<file path="src/rtl/cf_fuser_mc_pkg.sv">
// Shared types and helpers for the cf_fuser_mc complementary filter.
// The build option CF_SAT_EN is consumed by cf_fuser_mc_blend_alu.
package cf_fuser_mc_pkg;

  typedef enum logic [2:0] {
    S_IDLE  = 3'd0,
    S_INTEG = 3'd1,
    S_BLEND = 3'd2,
    S_WRITE = 3'd3,
    S_DONE  = 3'd4
  } state_t;

  // Growth of the integrated estimate e' and of the accel-minus-estimate difference.
  localparam int E_GROW = 1;
  localparam int D_GROW = 2;

  function automatic int ch_bits(input int n);
    return (n > 1) ? $clog2(n) : 1;
  endfunction

endpackage

</file>
<file path="src/rtl/cf_fuser_mc_if.sv">
// Frame-in / frame-out bus of cf_fuser_mc; channel 0 occupies the LSBs of every packed vector.
interface cf_fuser_mc_if #(
  parameter int NCH    = 3,
  parameter int DATA_W = 16,
  parameter int K_W    = 8
);
  // Handshake: a transfer happens on a rising edge where valid and ready are both high;
  // a valid side holds its payload stable until that edge and never waits on ready to assert valid.
  logic                    valid_in;
  logic                    ready_in;
  logic [NCH*DATA_W-1:0]   gyro_in;
  logic [NCH*DATA_W-1:0]   accel_in;
  logic [K_W-1:0]          k_in;
  logic                    valid_out;
  logic                    ready_out;
  logic [NCH*DATA_W-1:0]   angle_out;

  modport master (
    output valid_in, gyro_in, accel_in, k_in, ready_out,
    input  ready_in, valid_out, angle_out
  );

  modport slave (
    input  valid_in, gyro_in, accel_in, k_in, ready_out,
    output ready_in, valid_out, angle_out
  );
endinterface

</file>
<file path="src/rtl/cf_fuser_mc_blend_alu.sv">
// Combinational blend step: angle = e' + (((accel - e') * k) >>> K_W), reduced to DATA_W.
// Reduction saturates when CF_SAT_EN is defined, otherwise wraps.
module cf_fuser_mc_blend_alu
  import cf_fuser_mc_pkg::*;
#(
  parameter int DATA_W = 16,
  parameter int K_W    = 8
) (
  input  logic signed [DATA_W:0]   e_pr,
  input  logic signed [DATA_W-1:0] accel,
  input  logic        [K_W-1:0]    k,
  output logic signed [DATA_W-1:0] result
);
  localparam int DW = DATA_W + D_GROW;
  localparam int PW = DW + K_W + 1;

  logic signed [DW-1:0] diff;
  logic signed [PW-1:0] prod;
  logic signed [PW-1:0] shifted;
  logic signed [PW-1:0] sum;

  assign diff    = DW'(accel) - DW'(e_pr);
  // k is unsigned: a zero MSB keeps the multiply signed without flipping large weights negative.
  assign prod    = diff * $signed({1'b0, k});
  assign shifted = prod >>> K_W;
  assign sum     = PW'(e_pr) + shifted;

`ifdef CF_SAT_EN
  always_comb begin
    result = sum[DATA_W-1:0];
    if (sum[PW-1:DATA_W-1] != {(PW-DATA_W+1){sum[PW-1]}}) begin
      result = sum[PW-1] ? {1'b1, {(DATA_W-1){1'b0}}} : {1'b0, {(DATA_W-1){1'b1}}};
    end
  end
`else
  logic unused_sum_hi;
  assign unused_sum_hi = ^sum[PW-1:DATA_W];
  assign result        = sum[DATA_W-1:0];
`endif

endmodule

</file>
<file path="src/rtl/cf_fuser_mc.sv">
// Multi-channel complementary filter: one frame at a time, channels processed sequentially
// through a shared blend ALU. Optional saturation via CF_SAT_EN (see cf_fuser_mc_blend_alu).
module cf_fuser_mc
  import cf_fuser_mc_pkg::*;
#(
  parameter int NCH      = 3,
  parameter int DATA_W   = 16,
  parameter int K_W      = 8,
  parameter int DT_SHIFT = 6
) (
  input  logic            clk,
  input  logic            rst,
  cf_fuser_mc_if.slave    bus,
  output state_t          dbg_state
);
  localparam int CH_W = ch_bits(NCH);
  localparam logic [CH_W-1:0] LAST_CH = CH_W'(NCH - 1);

  state_t state, next_state;

  logic [CH_W-1:0]                 ch;
  logic signed [DATA_W-1:0]        gyro_lat  [NCH];
  logic signed [DATA_W-1:0]        accel_lat [NCH];
  logic signed [DATA_W-1:0]        est       [NCH];
  logic signed [DATA_W-1:0]        angle_r   [NCH];
  logic [K_W-1:0]                  k_lat;
  logic signed [DATA_W+E_GROW-1:0] e_r;
  logic signed [DATA_W+E_GROW-1:0] e_next;
  logic signed [DATA_W-1:0]        gyro_sh;
  logic signed [DATA_W-1:0]        alu_res;
  logic signed [DATA_W-1:0]        res_r;
  logic                            valid_r;
  logic                            seeded;
  logic                            last_ch;

  assign bus.ready_in  = (state == S_IDLE) && !rst;
  assign bus.valid_out = valid_r;
  assign dbg_state     = state;
  assign last_ch       = (ch == LAST_CH);

  for (genvar i = 0; i < NCH; i++) begin : g_pack
    assign bus.angle_out[i*DATA_W +: DATA_W] = angle_r[i];
  end

  assign gyro_sh = gyro_lat[ch] >>> DT_SHIFT;
  assign e_next  = {est[ch][DATA_W-1], est[ch]} + {gyro_sh[DATA_W-1], gyro_sh};

  cf_fuser_mc_blend_alu #(
    .DATA_W (DATA_W),
    .K_W    (K_W)
  ) u_alu (
    .e_pr   (e_r),
    .accel  (accel_lat[ch]),
    .k      (k_lat),
    .result (alu_res)
  );

  always_comb begin
    next_state = state;
    case (state)
      S_IDLE:  if (bus.valid_in) next_state = S_INTEG;
      S_INTEG: next_state = S_BLEND;
      S_BLEND: next_state = S_WRITE;
      S_WRITE: next_state = last_ch ? S_DONE : S_INTEG;
      S_DONE:  if (bus.ready_out) next_state = S_IDLE;
      default: next_state = S_IDLE;
    endcase
  end

  always_ff @(posedge clk) begin
    if (rst) begin
      state   <= S_IDLE;
      ch      <= '0;
      k_lat   <= '0;
      e_r     <= '0;
      res_r   <= '0;
      valid_r <= 1'b0;
      seeded  <= 1'b0;
      for (int i = 0; i < NCH; i++) begin
        gyro_lat[i]  <= '0;
        accel_lat[i] <= '0;
        est[i]       <= '0;
        angle_r[i]   <= '0;
      end
    end else begin
      state <= next_state;
      case (state)
        S_IDLE: begin
          if (bus.valid_in) begin
            ch    <= '0;
            k_lat <= bus.k_in;
            for (int i = 0; i < NCH; i++) begin
              gyro_lat[i]  <= bus.gyro_in[i*DATA_W +: DATA_W];
              accel_lat[i] <= bus.accel_in[i*DATA_W +: DATA_W];
            end
          end
        end
        S_INTEG: e_r <= e_next;
        // Until the first frame completes there is no estimate worth blending: take accel as-is.
        S_BLEND: res_r <= seeded ? alu_res : accel_lat[ch];
        S_WRITE: begin
          est[ch]     <= res_r;
          angle_r[ch] <= res_r;
          if (last_ch) valid_r <= 1'b1;
          else         ch      <= ch + 1'b1;
        end
        S_DONE: begin
          seeded <= 1'b1;
          if (bus.ready_out) valid_r <= 1'b0;
        end
        default: ;
      endcase
    end
  end

endmodule

</file>
<file path="src/flat_wrapper.sv">
// flat-port wrapper written by rule: the top's interface ports become plain ports
module cf_fuser_mc_flat import cf_fuser_mc_pkg::*;
#(
  parameter int NCH      = 3,
  parameter int DATA_W   = 16,
  parameter int K_W      = 8,
  parameter int DT_SHIFT = 6
)
  (clk, rst, dbg_state, bus_valid_in, bus_gyro_in, bus_accel_in, bus_k_in, bus_ready_out, bus_ready_in, bus_valid_out, bus_angle_out);
  cf_fuser_mc_if #(.NCH(NCH), .DATA_W(DATA_W), .K_W(K_W)) bus_i ();
  input  logic clk;
  input  logic rst;
  output state_t dbg_state;
  input wire logic [$bits(bus_i.valid_in)-1:0] bus_valid_in;
  input wire logic [$bits(bus_i.gyro_in)-1:0] bus_gyro_in;
  input wire logic [$bits(bus_i.accel_in)-1:0] bus_accel_in;
  input wire logic [$bits(bus_i.k_in)-1:0] bus_k_in;
  input wire logic [$bits(bus_i.ready_out)-1:0] bus_ready_out;
  output wire logic [$bits(bus_i.ready_in)-1:0] bus_ready_in;
  output wire logic [$bits(bus_i.valid_out)-1:0] bus_valid_out;
  output wire logic [$bits(bus_i.angle_out)-1:0] bus_angle_out;
  assign bus_i.valid_in = bus_valid_in;
  assign bus_i.gyro_in = bus_gyro_in;
  assign bus_i.accel_in = bus_accel_in;
  assign bus_i.k_in = bus_k_in;
  assign bus_i.ready_out = bus_ready_out;
  assign bus_ready_in = bus_i.ready_in;
  assign bus_valid_out = bus_i.valid_out;
  assign bus_angle_out = bus_i.angle_out;
  cf_fuser_mc #(.NCH(NCH), .DATA_W(DATA_W), .K_W(K_W), .DT_SHIFT(DT_SHIFT)) u_core (.clk(clk), .rst(rst), .bus(bus_i), .dbg_state(dbg_state));
endmodule
</file>
<file path="config.mk">
export PLATFORM = sky130hd
export DESIGN_NAME = cf_fuser_mc_flat
export DESIGN_NICKNAME = d
export VERILOG_FILES = /design/src/rtl/cf_fuser_mc_pkg.sv /design/src/rtl/cf_fuser_mc_if.sv /design/src/rtl/cf_fuser_mc_blend_alu.sv /design/src/rtl/cf_fuser_mc.sv /design/src/flat_wrapper.sv
export SDC_FILE = /design/constraint.sdc
export NUM_CORES = 1
export LEC_CHECK = 0
export CAP_MARGIN = 15
export CORE_UTILIZATION = 58
export DETAILED_ROUTE_END_ITERATION = 10
export PLACE_DENSITY = 0.82
export SLEW_MARGIN = 20
export SYNTH_ARGS = -nofsm -noshare
export SYNTH_HDL_FRONTEND = slang
export SYNTH_HIERARCHICAL = 1
export SYNTH_SLANG_ARGS = --single-unit
</file>
<file path="constraint.sdc">
create_clock -name clk -period 9.91 [get_ports clk]
set_input_delay 1.4865 -clock clk [delete_from_list [all_inputs] [get_ports clk]]
set_output_delay 1.4865 -clock clk [all_outputs]
set_load 0.005 [all_outputs]
</file>
==> summary.txt <==
Synth
  – Top_reg_cell synth: edfxtp_1
  – Number of warnings reported in the yosys synthesis log: 6
  – Syn Area/Cell: 10.3 sq um
  – Netlist Area Pre-Place: 14900 sq um
  – Synth cell types: 80
  – Post-synthesis cell type with the largest combined area: edfxtp_1
  – Sequential-to-total area share from yosys stat: 0.355
  – Number of enable flip-flop cells after synthesis: 142
  – Synthesized instance count: 1439
  – Ys async rst share: 0
  – Top cells by area, synth: edfxtp_1, fa_1, ha_1
  – Fraction of synthesized cell area taken by the top area cell type: 0.287
  – Register bit count reported by yosys: 192
  – Net count after synthesis: 1750

Floorplan
  – Width of the chip: 162 microns
  – Initial Util: 0.590
  – # IOs: 161
  – Core area: 25200 sq um
  – Number of placement rows: 58
  – Die area: 26300 sq um
  – Chip Height: 162 microns

Clock network
  – Skew-Pair Late Insertion Delay: 440 ps
  – Sink Count: 192
  – CTS clock-pin slew for the worst setup and hold paths: 80 ps
  – Max Root-Sink Buffers: 2
  – H-Tree Depth: 4
  – Root buffer cell: clkbuf_16
  – Post-CTS setup buffers: 0
  – CTS tree: yes
  – Clock buffers created by TritonCTS: 17

STA
  – RSZ-0062 raised after global routing: false
  – Worst-case headroom to the max-slew limit: 0.347
  – Pins Over Slew Limit: 0
  – Fmax: 109 MHz
  – Final-report setup violation count: 0
  – Time the worst path needs with I/O delays and setup: 9210 ps
  – Final Hold Fails: 0
  – Fin Setup TNS: 0 ps
  – Post-route setup slack: 698 ps
  – Transition time of the tightest slew-check pin: 977 ps
  – Period Utilization, post-route: 0.930
  – Fin Clk Skew: 13.8 ps

Detailed routing
  – Via count normalized by instance count: 5.89
  – DRC: 0
  – Iteration count of the initial detailed-routing pass: 7
  – Detailed Route Iter0 Violations: 862
  – Detailed-route via count: 11.2k
  – Final antenna-violating net count: 0
  – Per-cell routed wire length: 18.4 microns
  – Detailed-route wire length: 34800 microns

Global route
  – Antenna violations before repair: 0
  – Maximum number of pins on one net before global-route repair: 81
  – Total Routing Usage GR: 0.278
  – Wire length of the first global-routing pass: 56600 microns
  – Via count of the first global-routing pass: 11.2k
  – Global-route congestion overflow total: 0

Placed design
  – Global placer's final weighted congestion: 0.911
  – Number of port buffers: 142
  – Post-placement worst setup slack: 777 ps
  – Placed standard-cell area: 16500 sq um
  – Dpl hpwl: 25600 microns

Cells and area
  – Post-route design area: 17100 sq um
  – Antenna cell count: 0
  – Fraction of final layout cells sized beyond drive strength 1: 0.0581
  – Total number of nets in the final design: 1863
  – Signed area change from the synthesized netlist to the final layout: 15.2%
  – Filler cell count: 1877

Critical path
  – Slowest cell delay on critical path: 630 ps
  – Setup crit start kind: register
  – Largest fanout on the critical path: 12
  – Required time of the critical path: 10210 ps
  – Kind of end point of the critical path: register
  – Cell count of the worst reg-to-reg path: 36
  – Arrival time of data at the critical path endpoint: 9510 ps
  – Worst Path Class, Setup: reg -> reg
  – Slowest cell on the critical path: xnor2_1

Pwr
  – Power Dens Cells: 206 nW/um^2
  – Pleak: 7.64 nW
  – Largest voltage drop on the vdd net: 0.136 mV
  – Power, Total: 3.52 mW

Worst hold path
  – Classification of the worst-slack hold path: reg -> reg
  – Number of instances on the worst hold path: 2
  – Hold Crit Start: u_core/e_r[16]

Run
  – Max-cap check violation count: 0

Outcome
  – Outcome: completed
## worst max-delay path, delay by kind of cell, from the launching register on
family          cells  cell delay [ps]
xor+xnor            4             1240
buf+inv             3              160
fa+ha+maj           7             3180
mux                 2              360
compound gates     16             2820
flops               1              480
simple gates        4              810
## path summary, 6_finish.rpt
| path | end | slack, ps |
|---|---|---|
| worst max register to register | u_core/res_r[15] | 700 |
| worst min-delay path | u_core/e_r[16] | 460 |
| worst max-delay path | u_core/res_r[15] | 700 |
| worst min register to register | u_core/e_r[16] | 460 |
## metrics by stage
step | util | hold slack, ps | std cells
final | 0.679 | 460 | 1895
after global routing | 0.679 | 486 | 1895
after CTS | 0.679 | 460 | 1895
after detailed placement | 0.655 | 447 | 1863
after global placement | 0.655 | 443 | 1863
after floorplan | - | 427 | 1439
## cell usage in the layout, fill, tap and decap left out, types with 5 or more instances in the layout
cell type	synthesis	final
mux2i_1	44	44
nor2_1	52	50
a22o_1	9	9
o21ai_0	49	48
and3_1	135	135
nor3_1	12	12
and2_1	59	59
nand2b_1	13	13
or3_1	10	10
a21oi_1	54	54
o21ai_1	5	6
dfxtp_1	50	48
fa_1	107	107
ha_1	96	96
a211oi_1	23	23
nand3_1	17	17
edfxtp_1	142	142
and2b_1	5	5
buf_4	5	16
inv_1	174	173
clkbuf_16	0	17
clkdlybuf4s50_1	0	142
a211o_1	5	5
nand2_1	135	135
clkinv_4	0	5
o21a_1	14	14
xor2_1	10	10
nor2b_1	11	11
a21o_1	18	18
xnor2_1	40	39
mux4_2	16	16
## final cells by class
type,count,area [sq um],area share
inverters,175,657,0.0384
clock buffers,18,429,0.0251
clock inverters,14,168,0.00980
flip-flops and latches,192,5270,0.308
repair buffers,158,1540,0.0901
multi-input cells,1008,8630,0.504
well taps,330,413,0.0241
## cell usage after synthesis (9+ instances only)
cell type    n
mux2i_1     44
a211oi_1    23
xor2_1      10
o21a_1      14
xnor2_1     40
buf_2        9
and2_1      59
fa_1       107
nand2_1    135
clkbuf_1    42
a21oi_1     54
nand2b_1    13
nor2b_1     11
mux4_2      16
edfxtp_1   142
a21o_1      18
dfxtp_1     50
nor2_1      52
and3_1     135
or3_1       10
a22o_1       9
o21ai_0     49
nor3_1      12
inv_1      174
ha_1        96
nand3_1     17
## cells by family (layout without fill, tap and decap cells)
group | Yosys count | after routing | share of synthesized area
AOI/OAI and AO/OA | 220 | 220 | 0.0997
muxes | 60 | 60 | 0.0539
adders and majority gates | 203 | 203 | 0.225
buffers and inverters | 239 | 365 | 0.0652
and+or+nand+nor | 474 | 474 | 0.170
DFF | 192 | 192 | 0.355
xor gates and xnor gates | 51 | 51 | 0.0311
## flip-flops by register name, summed over array words and instances, names as in the netlist, named ones only
| name | cells |
|---|---|
| u_core/est | 32 |
| u_core/gyro_lat | 30 |
| u_core/k_lat | 8 |
| u_core/accel_lat | 48 |
| u_core/seeded | 1 |
| u_core/angle_r | 32 |
| u_core/bus.valid_out | 1 |
| u_core/ch | 2 |
| u_core/dbg_state | 3 |
| u_core/res_r | 16 |
| u_core/e_r | 17 |
## timing repair
item,4_1_cts,5_1_grt
gates resized for setup,0,3
hold buffers,0,0
endpoints found under the setup margin,0,1
## where the power goes
group	switching, mW	total (mW)	internal [mW]
clock	0.345	0.686	0.341
sequential	0.0704	1.02	0.948
combinational	1.06	1.81	0.756
total	1.47	3.52	2.04
## layer usage
| metal | part of all wire | global-route usage | vias to the layer above |
|---|---|---|---|
| met5 | 0 | 0 | - |
| met4 | 0.030 | 0.107 | 0 |
| met3 | 0.064 | 0.0432 | 68 |
| met2 | 0.49 | 0.469 | 466 |
| met1 | 0.41 | 0.362 | 5418 |
| li1 | - | - | 5207 |
Power figures use the tool's default switching activity.
